--- config.mk ---
export PLATFORM = sky130hd
export DESIGN_NAME = sliding_window_buffer_flat
export DESIGN_NICKNAME = d
export VERILOG_FILES = /design/src/rtl/sliding_window_buffer_if.sv /design/src/rtl/sliding_window_buffer.sv /design/src/flat_wrapper.sv
export SDC_FILE = /design/constraint.sdc
export NUM_CORES = 1
export LEC_CHECK = 0
export ABC_AREA = 1
export CELL_PAD_IN_SITES_DETAIL_PLACEMENT = 0
export CELL_PAD_IN_SITES_GLOBAL_PLACEMENT = 1
export CORE_MARGIN = 4
export CORE_UTILIZATION = 40
export CTS_CLUSTER_DIAMETER = 30
export DETAILED_ROUTE_END_ITERATION = 8
export HOLD_SLACK_MARGIN = 0.1
export PLACE_DENSITY = 0.81
export SYNTH_ARGS = -nofsm -noshare
export SYNTH_HDL_FRONTEND = slang
export SYNTH_SLANG_ARGS = --single-unit
--- constraint.sdc ---
create_clock -name clk -period 6.6 [get_ports clk]
set_clock_uncertainty 0.1 [all_clocks]
set_input_delay 1.32 -clock clk [delete_from_list [all_inputs] [get_ports clk]]
set_output_delay 1.32 -clock clk [all_outputs]
set_load 0.05 [all_outputs]
--- src/rtl/sliding_window_buffer_if.sv ---
// sliding_window_buffer_if: command/pixel handshakes and window output of the Sobel window buffer
interface sliding_window_buffer_if #(
    parameter int PIX_W = 8,
    parameter int WIN   = 3
);
    logic                       cmd_valid;
    logic [2:0]                 cmd_op;
    logic                       cmd_ready;
    logic                       pix_valid;
    logic [PIX_W-1:0]           pix_data;
    logic                       pix_ready;
    logic [WIN*WIN*PIX_W-1:0]   win_data;
    logic                       win_valid;
    logic                       done;
    logic                       cmd_err;

    modport master (
        output cmd_valid, cmd_op, pix_valid, pix_data,
        input  cmd_ready, pix_ready, win_data, win_valid, done, cmd_err
    );

    modport slave (
        input  cmd_valid, cmd_op, pix_valid, pix_data,
        output cmd_ready, pix_ready, win_data, win_valid, done, cmd_err
    );
endinterface

--- src/rtl/sliding_window_buffer.sv ---
// sliding_window_buffer: WIN x WIN pixel window with full load, one-step shifts and serial refill
module sliding_window_buffer #(
    parameter int PIX_W = 8,
    parameter int WIN   = 3,
    localparam int CNT_W = $clog2(WIN*WIN+1)
) (
    input logic                  clk,
    input logic                  n_rst,
    sliding_window_buffer_if.slave bus
);
    localparam int N     = WIN*WIN;
    localparam int IDX_W = $clog2(N);

    typedef enum logic {IDLE, FILL} state_t;

    state_t           state_q;
    logic [1:0]       mode_q;
    logic [CNT_W-1:0] cnt_q;
    logic             win_valid_q;
    logic             done_q;
    logic             err_q;
    logic [PIX_W-1:0] win_q [N];
    logic [PIX_W-1:0] win_d [N];

    logic             cmd_acc;
    logic             pix_acc;
    logic             is_shift;
    logic             cmd_ok;
    logic             cmd_bad;
    logic             last_pix;
    logic [IDX_W-1:0] fill_idx;

    assign bus.cmd_ready = n_rst && state_q == IDLE;
    assign bus.pix_ready = state_q == FILL;
    assign bus.win_valid = win_valid_q;
    assign bus.done      = done_q;
    assign bus.cmd_err   = err_q;

    assign cmd_acc  = bus.cmd_valid && bus.cmd_ready;
    assign pix_acc  = bus.pix_valid && bus.pix_ready;
    assign is_shift = bus.cmd_op inside {3'd1, 3'd2, 3'd3};
    assign cmd_ok   = cmd_acc && (bus.cmd_op == 3'd0 || bus.cmd_op == 3'd4 || (is_shift && win_valid_q));
    assign cmd_bad  = cmd_acc && !cmd_ok;
    assign last_pix = pix_acc && cnt_q == CNT_W'(mode_q == 2'd0 ? N - 1 : WIN - 1);

    // Load fills bottom row first; left/right refill the vacated column bottom-up; down refills row 0
    assign fill_idx = IDX_W'(mode_q == 2'd0 ? (WIN - 1 - int'(cnt_q) / WIN) * WIN + int'(cnt_q) % WIN :
                             mode_q == 2'd1 ? (WIN - 1 - int'(cnt_q)) * WIN + WIN - 1 :
                             mode_q == 2'd2 ? (WIN - 1 - int'(cnt_q)) * WIN :
                                              int'(cnt_q));

    // Next window: apply accepted shift/clear, then the accepted pixel (never both in one cycle)
    always_comb begin
        win_d = win_q;
        if (cmd_ok)
            for (int r = 0; r < WIN; r++)
                for (int c = 0; c < WIN; c++)
                    win_d[r*WIN+c] = bus.cmd_op == 3'd1 ? (c == WIN - 1 ? '0 : win_q[r*WIN + (c + 1) % WIN]) :
                                     bus.cmd_op == 3'd2 ? (c == 0 ? '0 : win_q[r*WIN + (c + WIN - 1) % WIN]) :
                                     bus.cmd_op == 3'd3 ? (r == 0 ? '0 : win_q[((r + WIN - 1) % WIN) * WIN + c]) :
                                     bus.cmd_op == 3'd4 ? '0 : win_q[r*WIN+c];
        if (pix_acc)
            win_d[fill_idx] = bus.pix_data;
    end

    // Flatten the window onto the output bus, element i at bits [(i+1)*PIX_W-1 : i*PIX_W]
    always_comb begin
        bus.win_data = '0;
        for (int i = 0; i < N; i++)
            bus.win_data[i*PIX_W +: PIX_W] = win_q[i];
    end

    // Control FSM with registered status pulses and window storage
    always_ff @(posedge clk or negedge n_rst) begin
        if (!n_rst) begin
            state_q     <= IDLE;
            mode_q      <= '0;
            cnt_q       <= '0;
            win_valid_q <= 1'b0;
            done_q      <= 1'b0;
            err_q       <= 1'b0;
            for (int i = 0; i < N; i++)
                win_q[i] <= '0;
        end else begin
            win_q  <= win_d;
            done_q <= 1'b0;
            err_q  <= cmd_bad;
            if (cmd_ok) begin
                win_valid_q <= 1'b0;
                if (bus.cmd_op == 3'd4) begin
                    done_q <= 1'b1;
                end else begin
                    state_q <= FILL;
                    mode_q  <= bus.cmd_op[1:0];
                    cnt_q   <= '0;
                end
            end
            if (pix_acc) begin
                if (last_pix) begin
                    cnt_q       <= '0;
                    state_q     <= IDLE;
                    win_valid_q <= 1'b1;
                    done_q      <= 1'b1;
                end else begin
                    cnt_q <= cnt_q + CNT_W'(1);
                end
            end
        end
    end
endmodule

--- src/flat_wrapper.sv ---
// flat-port wrapper written by rule: the top's interface ports become plain ports
module sliding_window_buffer_flat 
#(
    parameter int PIX_W = 8,
    parameter int WIN   = 3,
    localparam int CNT_W = $clog2(WIN*WIN+1)
)
  (clk, n_rst, bus_cmd_valid, bus_cmd_op, bus_pix_valid, bus_pix_data, bus_cmd_ready, bus_pix_ready, bus_win_data, bus_win_valid, bus_done, bus_cmd_err);
  sliding_window_buffer_if #(.PIX_W(PIX_W), .WIN(WIN)) bus_i ();
  input logic clk;
  input logic n_rst;
  input wire logic [$bits(bus_i.cmd_valid)-1:0] bus_cmd_valid;
  input wire logic [$bits(bus_i.cmd_op)-1:0] bus_cmd_op;
  input wire logic [$bits(bus_i.pix_valid)-1:0] bus_pix_valid;
  input wire logic [$bits(bus_i.pix_data)-1:0] bus_pix_data;
  output wire logic [$bits(bus_i.cmd_ready)-1:0] bus_cmd_ready;
  output wire logic [$bits(bus_i.pix_ready)-1:0] bus_pix_ready;
  output wire logic [$bits(bus_i.win_data)-1:0] bus_win_data;
  output wire logic [$bits(bus_i.win_valid)-1:0] bus_win_valid;
  output wire logic [$bits(bus_i.done)-1:0] bus_done;
  output wire logic [$bits(bus_i.cmd_err)-1:0] bus_cmd_err;
  assign bus_i.cmd_valid = bus_cmd_valid;
  assign bus_i.cmd_op = bus_cmd_op;
  assign bus_i.pix_valid = bus_pix_valid;
  assign bus_i.pix_data = bus_pix_data;
  assign bus_cmd_ready = bus_i.cmd_ready;
  assign bus_pix_ready = bus_i.pix_ready;
  assign bus_win_data = bus_i.win_data;
  assign bus_win_valid = bus_i.win_valid;
  assign bus_done = bus_i.done;
  assign bus_cmd_err = bus_i.cmd_err;
  sliding_window_buffer #(.PIX_W(PIX_W), .WIN(WIN)) u_core (.clk(clk), .n_rst(n_rst), .bus(bus_i));
endmodule
==> flow_summary.ini <==
[status]
status = complete, no violations

[global_route]
met1_usage_pct = 31.5
top_usage_layer = met2
first_global_vias = 5800
antenna_found_initial = 0
grt_overflow = 0
use_met3_pct = 4.58
grt_max_degree = 47
use_met2_pct = 36.7
grt_pass1_wl_mm = 32.2
grt_use_total_pct = 22.7

[worst_setup_path]
critPathMaxFanout = 16
crit_chain = ha_1, nand2_4, nand3_4, nand3_4, nand2_1, nand2_1, inv_1, ha_1, nor2_4, nand2_4, ha_1, xnor2_1, ha_1, fa_1, inv_1, fa_1, o21a_4, inv_2, nor3_4, nand2_4, o21ai_1, inv_1
cp-start-kind = flop
critPathKind = flop to flop
startpoint = u_core.cnt_q[3]
crit_buf_inv = 4
rr_startpoint = u_core.cnt_q[3]
worstSetupEndpointType = flop
required_ns = 6.75
critPathMaxStageDelay_ns = 0.71
critPathMostFrequentCell = ha_1
arrival_ns = 5.53
cp_slowest_cell = dfrtp_1
cp_top_family = adder cells

[route]
wire_per_inst_um = 17.2
ant_nets = 0
via_per_inst = 5.16
drc = 0
first_pass_iters = 8
drt_iter0_markers = 496
dr_total_vias = 6070
routed_wl_mm = 20.3

[run]
cap_violations = 0

[logic_synthesis]
synthesis.nets = 930
ys_seq_elements = 82
synth_cell_types = 41
synthCells = 898
syn_area_mm2 = 0.00634
yosys_warnings = 0
synth.yosys.seq_area_share_pct = 32.4
syn_avg_cell_area_um2 = 7.06

[clock_tree]
cts_resized = 0
cts_max_path_buffers = 2
clock-sinks = 82
cts_setup_buffers = 0
htreeDepth = 3
numCtsBuffers = 9
holdBufCountCts = 0
cts_tree = done
insertion_delay_ns = 0.35
path_clk_slew_ns = 0.06
cts_root_buf = clkbuf_16

[floorplanning]
rows = 45
die_area_mm2 = 0.0179
fp.dieH_um = 134
io-pin-count = 92
start_util_pct = 41.2
die_w_um = 134
coreArea_mm2 = 0.0154

[hold_path]
hold_class = flop to flop
hp-start = u_core.bus.win_valid

[timing]
rsz0062_at_grt = false
final.setup.tns_ns = 0
slew_headroom_pct = 41.0
final.min_clock_period_ns = 5.38
worstMarginPinSlew_ns = 0.884
finalMaxSlewViolations = 0
post-route-period-util_pct = 81.5
finalSetupViolCount = 0
finalHoldViolations = 0
fmax_ghz = 0.186

[final_layout]
n_antenna_cell = 0
synthToLayoutAreaGrowth_pct = 20.2
multi_input_area_mm2 = 0.00321
nFillCells = 1561
final_common_cell = inv_1
finalNetCount = 993
final_layout_size_suffix_gt1_share_pct = 9.42
final_area_mm2 = 0.00762
final_cell_mix = inv_1 (208), nor2_1 (131), nand2_1 (118), clkdlybuf4s50_1 (90), dfrtp_1 (82)
regArea_mm2 = 0.00205

[place]
postPlaceCellArea_mm2 = 0.00732
portBuffers = 91
hpwl_mm = 14.1
globalplace.congestion = 0.841
==> worst min-delay path, cell delays in order, from the launching register on <==
cell     delay (ns)
dfrtp_1        0.37
inv_1          0.07
o21ai_0        0.08
==> area by class of cell <==
class / count / share of cell area (%)
clock buffers: 12 / 3.23
clock inverters: 4 / 0.673
flip-flops and latches: 82 / 26.9
repair buffers: 99 / 12.7
multi-input cells: 550 / 42.1
inverters: 219 / 10.9
well taps: 211 / 3.46
==> cells in the mapped netlist (all sizes together) <==
master,number,area (um2)
clkinv,1,3.75
ha,15,188
xor2,5,43.8
a21o,1,15.0
o22ai,48,300
nor3b,1,7.51
nand3,14,113
nand4,10,168
a221oi,16,140
nand2,140,611
clkbuf,33,124
a21oi,39,195
a31oi,7,43.8
buf,14,133
xnor2,5,58.8
nor2,143,584
o21a,1,15.0
nor4,1,6.26
o221a,1,11.3
dfrtp,82,2050
o211ai,1,7.51
fa,2,40.0
a22oi,21,158
o32ai,12,105
inv,218,823
nor3,1,16.3
nand3b,10,75.1
o21ai,56,303
==> metal layers <==
metal	part of all wire [%]	wire length, um	vias up
met5	0	0	-
met4	1.6	327	0
met3	5.4	1100	29
met2	47	9450	206
met1	46	9400	2840
li1	-	-	2995
==> stage by stage <==
step,std cells,util (%),setup WS (ns),hold slack [ns]
global placement,1161,47.6,1.34,0.454
detailed placement,1161,47.6,1.24,0.461
finish,1177,49.6,1.22,0.465
CTS,1177,49.6,1.23,0.471
floorplan,898,-,1.74,0.466
global route,1177,49.6,0.862,0.526
==> state kept, by name, indices dropped and copies added, names as in the netlist <==
register	flops
u_core.cnt_q	4
u_core.mode_q	2
u_core.bus.pix_ready	1
u_core.bus.done	1
u_core.bus.win_data	72
u_core.bus.cmd_err	1
u_core.bus.win_valid	1
==> worst paths after layout <==
path                       slack, ns                       to  cells past startpoint
max in group asynchronous       4.50  u_core.bus.win_data[50]                      2
max reg2reg                     1.22  u_core.bus.win_data[70]                     22
min                             0.46     u_core.bus.win_valid                      2
min reg2reg                     0.46     u_core.bus.win_valid                      2
max                             1.22  u_core.bus.win_data[70]                     22
min in group asynchronous       0.83   u_core.bus.win_data[5]                      1
==> logic make-up (layout without fill, tap and decap cells) <==
kind of cell	count (synthesis)	count (layout)	synth area share (%)
AND/OR/NAND/NOR	320	320	24.9
buffers and inverters	266	334	17.1
AO/OA/AOI/OAI	203	203	20.4
flip-flops	82	82	32.4
adder cells (fa/ha/maj)	17	17	3.59
XOR/XNOR	10	10	1.62
Power is not shown: default switching activity piles up to over one toggle a cycle in this logic, so the estimate is an artifact.
